<file path="config.mk">
export PLATFORM = sky130hd
export DESIGN_NAME = reg_writeback
export DESIGN_NICKNAME = d
export VERILOG_FILES = /design/src/rtl/wb_pkg.sv /design/src/rtl/wb_fifo.sv /design/src/rtl/reg_writeback.sv
export SDC_FILE = /design/constraint.sdc
export NUM_CORES = 1
export LEC_CHECK = 0
export CAP_MARGIN = 20
export CORE_ASPECT_RATIO = 1.25
export CORE_UTILIZATION = 41
export DETAILED_ROUTE_END_ITERATION = 7
export HOLD_SLACK_MARGIN = 0.02
export PLACE_DENSITY = 0.74
export SYNTH_ARGS = -nofsm -noshare
export SYNTH_HDL_FRONTEND = slang
export SYNTH_SLANG_ARGS = --single-unit
</file>
<file path="constraint.sdc">
create_clock -name clk -period 3 [get_ports clk]
set_input_delay 0.6 -clock clk [delete_from_list [all_inputs] [get_ports clk]]
set_output_delay 0.6 -clock clk [all_outputs]
set_load 0.02 [all_outputs]
</file>
<file path="src/rtl/wb_pkg.sv">
// Shared types for the register-file writeback path: request record and grant source.
package wb_pkg;
  localparam int REG_ADDR_W = 5;
  localparam int DATA_W_DEF = 32;

  typedef struct packed {
    logic [REG_ADDR_W-1:0] rd;
    logic [DATA_W_DEF-1:0] data;
  } wb_req_t;

  typedef enum logic [1:0] {
    SRC_NONE,
    SRC_ALU,
    SRC_MEM
  } wb_src_e;
endpackage

</file>
<file path="src/rtl/wb_fifo.sv">
// Load-response FIFO: wrap-around pointers plus occupancy count, head visible combinationally
// so the arbiter can pop and forward it in the same cycle.
module wb_fifo
  import wb_pkg::*;
#(
  parameter int  DEPTH = 4,
  parameter type req_t = wb_req_t
) (
  input  logic clk,
  input  logic rst,
  input  logic push,
  input  req_t din,
  input  logic pop,
  output req_t head,
  output logic full,
  output logic empty
);
  localparam int PTR_W = $clog2(DEPTH);
  localparam int CNT_W = PTR_W + 1;

  req_t             mem [DEPTH];
  logic [PTR_W-1:0] wr_ptr;
  logic [PTR_W-1:0] rd_ptr;
  logic [CNT_W-1:0] count;
  logic             do_push;
  logic             do_pop;

  assign full    = (count == CNT_W'(DEPTH));
  assign empty   = (count == '0);
  assign do_push = push && !full;
  assign do_pop  = pop && !empty;
  assign head    = mem[rd_ptr];

  // Storage carries no reset: a flush only needs the pointers and count cleared.
  always_ff @(posedge clk) begin
    if (do_push) mem[wr_ptr] <= din;
  end

  always_ff @(posedge clk or posedge rst) begin
    if (rst) begin
      wr_ptr <= '0;
      rd_ptr <= '0;
      count  <= '0;
    end else begin
      if (do_push) wr_ptr <= wr_ptr + 1'b1;
      if (do_pop)  rd_ptr <= rd_ptr + 1'b1;
      if (do_push && !do_pop)      count <= count + 1'b1;
      else if (do_pop && !do_push) count <= count - 1'b1;
    end
  end
endmodule

</file>
<file path="src/rtl/reg_writeback.sv">
// Merges ALU results and buffered load responses onto the single register-file write port,
// with a bounded-wait arbiter so continuous ALU traffic cannot starve loads.
module reg_writeback
  import wb_pkg::*;
#(
  parameter int XLEN       = 32,
  parameter int FIFO_DEPTH = 4,
  parameter int MAX_WAIT   = 3
) (
  input  logic                  clk,
  input  logic                  rst,
  input  logic                  alu_valid,
  input  logic [REG_ADDR_W-1:0] alu_rd,
  input  logic [XLEN-1:0]       alu_data,
  output logic                  alu_ready,
  input  logic                  mem_valid,
  input  logic [REG_ADDR_W-1:0] mem_rd,
  input  logic [XLEN-1:0]       mem_data,
  output logic                  mem_ready,
  output logic                  rf_wen,
  output logic [REG_ADDR_W-1:0] rf_waddr,
  output logic [XLEN-1:0]       rf_wdata,
  output logic                  busy
);
  localparam int WAIT_W = $clog2(MAX_WAIT + 1);

  typedef struct packed {
    logic [REG_ADDR_W-1:0] rd;
    logic [XLEN-1:0]       data;
  } req_t;

  req_t                  mem_req;
  req_t                  head;
  logic                  full;
  logic                  empty;
  logic                  push;
  logic                  pop;
  logic                  mem_prio;
  logic [WAIT_W-1:0]     wait_cnt;
  wb_src_e               grant;
  logic [REG_ADDR_W-1:0] sel_rd;
  logic [XLEN-1:0]       sel_data;

  assign mem_req = '{rd: mem_rd, data: mem_data};

  wb_fifo #(
    .DEPTH (FIFO_DEPTH),
    .req_t (req_t)
  ) u_fifo (
    .clk   (clk),
    .rst   (rst),
    .push  (push),
    .din   (mem_req),
    .pop   (pop),
    .head  (head),
    .full  (full),
    .empty (empty)
  );

  assign mem_ready = !full;
  assign busy      = !empty;
  assign push      = mem_valid && !full;
  assign mem_prio  = !empty && ((wait_cnt == WAIT_W'(MAX_WAIT)) || full);
  assign alu_ready = !mem_prio;

  always_comb begin
    grant    = SRC_NONE;
    sel_rd   = '0;
    sel_data = '0;
    if (mem_prio || (!alu_valid && !empty)) begin
      grant    = SRC_MEM;
      sel_rd   = head.rd;
      sel_data = head.data;
    end else if (alu_valid) begin
      grant    = SRC_ALU;
      sel_rd   = alu_rd;
      sel_data = alu_data;
    end
  end

  assign pop = (grant == SRC_MEM);

  // The head's patience counter restarts whenever it is served or there is no head.
  always_ff @(posedge clk or posedge rst) begin
    if (rst) begin
      wait_cnt <= '0;
    end else if (empty || pop) begin
      wait_cnt <= '0;
    end else if (wait_cnt != WAIT_W'(MAX_WAIT)) begin
      wait_cnt <= wait_cnt + 1'b1;
    end
  end

  always_ff @(posedge clk or posedge rst) begin
    if (rst) begin
      rf_wen   <= 1'b0;
      rf_waddr <= '0;
      rf_wdata <= '0;
    end else begin
      rf_wen   <= (grant != SRC_NONE) && (sel_rd != '0);
      rf_waddr <= sel_rd;
      rf_wdata <= sel_data;
    end
  end
endmodule

</file>
==> results.yml <==
run_status:
  status: "complete, no violations"
placed_design:
  dp_hpwl_um: 8730
  gp_congestion: 0.750
  portBuffers: 118
  place_inst: 661
cts:
  cts_tree: "done"
  cts-buffers-inserted: 17
  cts.htree.levels: 4
  cts_resized: 0
  root_buffer: "clkbuf_16"
  holdBufCountCts: 0
  clock_sinks: 195
  clockBufferDepth: 2
  postCtsSetupBuffers: 0
  worstSkewPairLatency_ns: 0.43
  path_clk_slew_ns: 0.07
die:
  coreArea_um2: 17000
  die_w_um: 120
  die_h_um: 150
  num_rows: 53
  dieArea_um2: 18100
  ios: 119
  start_util_pct: 42.4
grt:
  grt_pass1_vias: 4050
  grt_max_degree: 38
  antenna_found_initial: 0
  gr-total-overflow: 0
  grtUsageTotal_pct: 17.3
  grt_pass1_wl_um: 22300
timing:
  worst_slew_pin_slew_ns: 0.606
  setup_violations: 0
  fmax_mhz: 361
  finalMaxSlewViolations: 0
  fin_worst_skew_ns: 0.00783
  rsz0062_at_grt: "no"
  min_period_ns: 2.77
  timing.slew.headroom_pct: 59.6
  fin_crit_sh_pct: 92.3
  tns_ns: 0
  hold_violations: 0
worst_setup_path:
  cpPeakStageDelay_ns: 0.55
  worstSetupEndpointType: "primary output"
  critPathTopFamily: "simple AND/OR/NAND/NOR gates"
  crit_chain: "or3b_1 > and2_1 > clkdlybuf4s50_1"
  r2r_setup_slack_ns: 0.59
  critical_path_class: "reg -> out"
  arrival_ns: 2.17
  cpMaxStageDelayCell: "or3b_1"
  critPathMaxFanout: 10
  crit_buf_inv: 1
  critPathLaunchType: "flip-flop"
  required_ns: 2.40
logic_synthesis:
  synth-edff-count: 148
  yosysSeqAreaShare_pct: 78.2
  synth_cell_types: 31
  syn_avg_cell_area_um2: 21.8
  async_flop_share_pct: 24.1
  ys_warn_count: 0
  ys_ff_latch: 195
  synth_ff_type: "edfxtp_1"
  syn_area_um2: 7190
  synth_fp_nets: 415
  synth_cells: 330
drt:
  wl_per_cell_um: 20.7
  via_per_inst: 5.20
  final_antenna_net_count: 0
  wirelength_um: 14300
  drt_iter0_drc: 246
  drc: 0
  first_pass_iters: 4
  vias: 3607
layout:
  antenna_cells: 0
  synthToLayoutAreaGrowth_pct: 29.9
  fin_cells: 693
  drive_gt1_share_pct: 18.8
  nets: 545
pwr:
  cellPowerDensity_nw_per_um2: 1010
  cellLeakagePower_nw: 3.30
  ir_worst_vdd_mv: 0.495
flow_run:
  drv_cap: 0
worst_hold_path:
  min_path_type: "reg -> reg"
-- state kept, by name, indices dropped and copies added (netlist names) --
signal,flops
rf_wdata,32
wait_cnt,2
u_fifo.mem,148
u_fifo.count,3
u_fifo.wr_ptr,2
rf_wen,1
u_fifo.rd_ptr,2
rf_waddr,5
-- path summary, 6_finish.rpt --
check                                     start              end  cells past startpoint
worst max-delay path            u_fifo.count[0]        alu_ready                      3
worst min-delay path                wait_cnt[0]      wait_cnt[0]                      1
worst max register to register  u_fifo.count[0]  u_fifo.count[1]                      6
worst min register to register      wait_cnt[0]      wait_cnt[0]                      1
max in group asynchronous                   rst      rf_wdata[3]                      3
min in group asynchronous                   rst     rf_wdata[26]                      2
-- cell usage after synthesis, drive strengths merged (3+ instances only) --
| master | instances | area, um^2 |
|---|---|---|
| a22o | 35 | 307 |
| and3 | 5 | 36.3 |
| buf | 6 | 42.5 |
| clkbuf | 11 | 41.3 |
| dfrtp | 47 | 1180 |
| edfxtp | 148 | 4440 |
| ha | 6 | 75.1 |
| inv | 5 | 18.8 |
| mux4 | 37 | 833 |
| nand2 | 4 | 15.0 |
| xnor2 | 3 | 26.3 |
| xor2 | 3 | 26.3 |
-- worst reg2reg max path, stage by stage (launching register included) --
cell	delay, ns
dfrtp_1	0.47
or3b_1	0.55
and2_0	0.30
ha_1	0.24
inv_1	0.08
fa_1	0.40
mux2_2	0.26
-- area by class of cell --
| class | instances | area, um^2 |
|---|---|---|
| fillers | 1337 | 7640 |
| flip-flops and latches | 195 | 5630 |
| multi-input cells | 113 | 1470 |
| repair buffers | 128 | 1290 |
| clock buffers | 17 | 425 |
| well taps | 220 | 275 |
| clock inverters | 15 | 226 |
| inverters | 5 | 18.8 |
-- per-layer routing --
metal	track usage, %	vias to the layer above	share of wire, %
met4	5.56	0	1.1
met1	20.6	1861	40
met3	5.53	11	6.2
met2	29.8	120	53
met5	0	-	0
li1	-	1615	-
-- through the flow --
| step | util, % | setup slack [ns] | hold slack (ns) | area (um^2) | power [mW] |
|---|---|---|---|---|---|
| 4_1_cts | 55.0 | 0.197 | 0.466 | 9340 | 9.56 |
| 3_5_place_dp | 51.2 | 0.304 | 0.457 | 8690 | 7.08 |
| 2_1_floorplan | - | 0.415 | 0.419 | 7190 | 5.82 |
| 6_report | 55.0 | 0.230 | 0.466 | 9340 | 9.43 |
| 3_3_place_gp | 51.2 | 0.400 | 0.430 | 8690 | 6.97 |
| 5_1_grt | 55.0 | 0.0997 | 0.482 | 9340 | 9.89 |
-- power by group --
part | leakage, nW | internal, mW | total [mW] | switching (mW)
combinational | 1.08 | 1.51 | 2.93 | 1.42
clock | 0.311 | 1.49 | 2.47 | 0.978
sequential | 1.92 | 3.67 | 4.04 | 0.364
total | 3.30 | 6.66 | 9.43 | 2.76
-- logic make-up (layout without fill, tap and decap cells) --
group                      Yosys count  in the layout  share of synthesized area, %
AOI/OAI and AO/OA                   40             40                          4.72
xor gates and xnor gates             6              6                         0.731
adders and majority gates            7              7                          1.32
buffers and inverters               22            165                          1.43
DFF                                195            195                          78.2
muxes                               38             38                          11.7
and+or+nand+nor                     22             22                          1.90
-- placed cells by master (no fill, tap or decap), types with 2 or more instances in the layout --
master / n
edfxtp_1: 148
clkdlybuf4s50_1: 118
dfrtp_1: 45
mux4_2: 37
a22o_1: 35
clkbuf_16: 17
buf_4: 7
ha_1: 6
bufinv_16: 5
inv_1: 4
nand2_1: 4
and3_2: 4
inv_6: 4
xnor2_1: 3
xor2_1: 3
clkinvlp_4: 3
buf_12: 3
nor2_1: 2
o211ai_1: 2
nand4_1: 2
clkinv_2: 2
(Power assumes the default switching activity.)
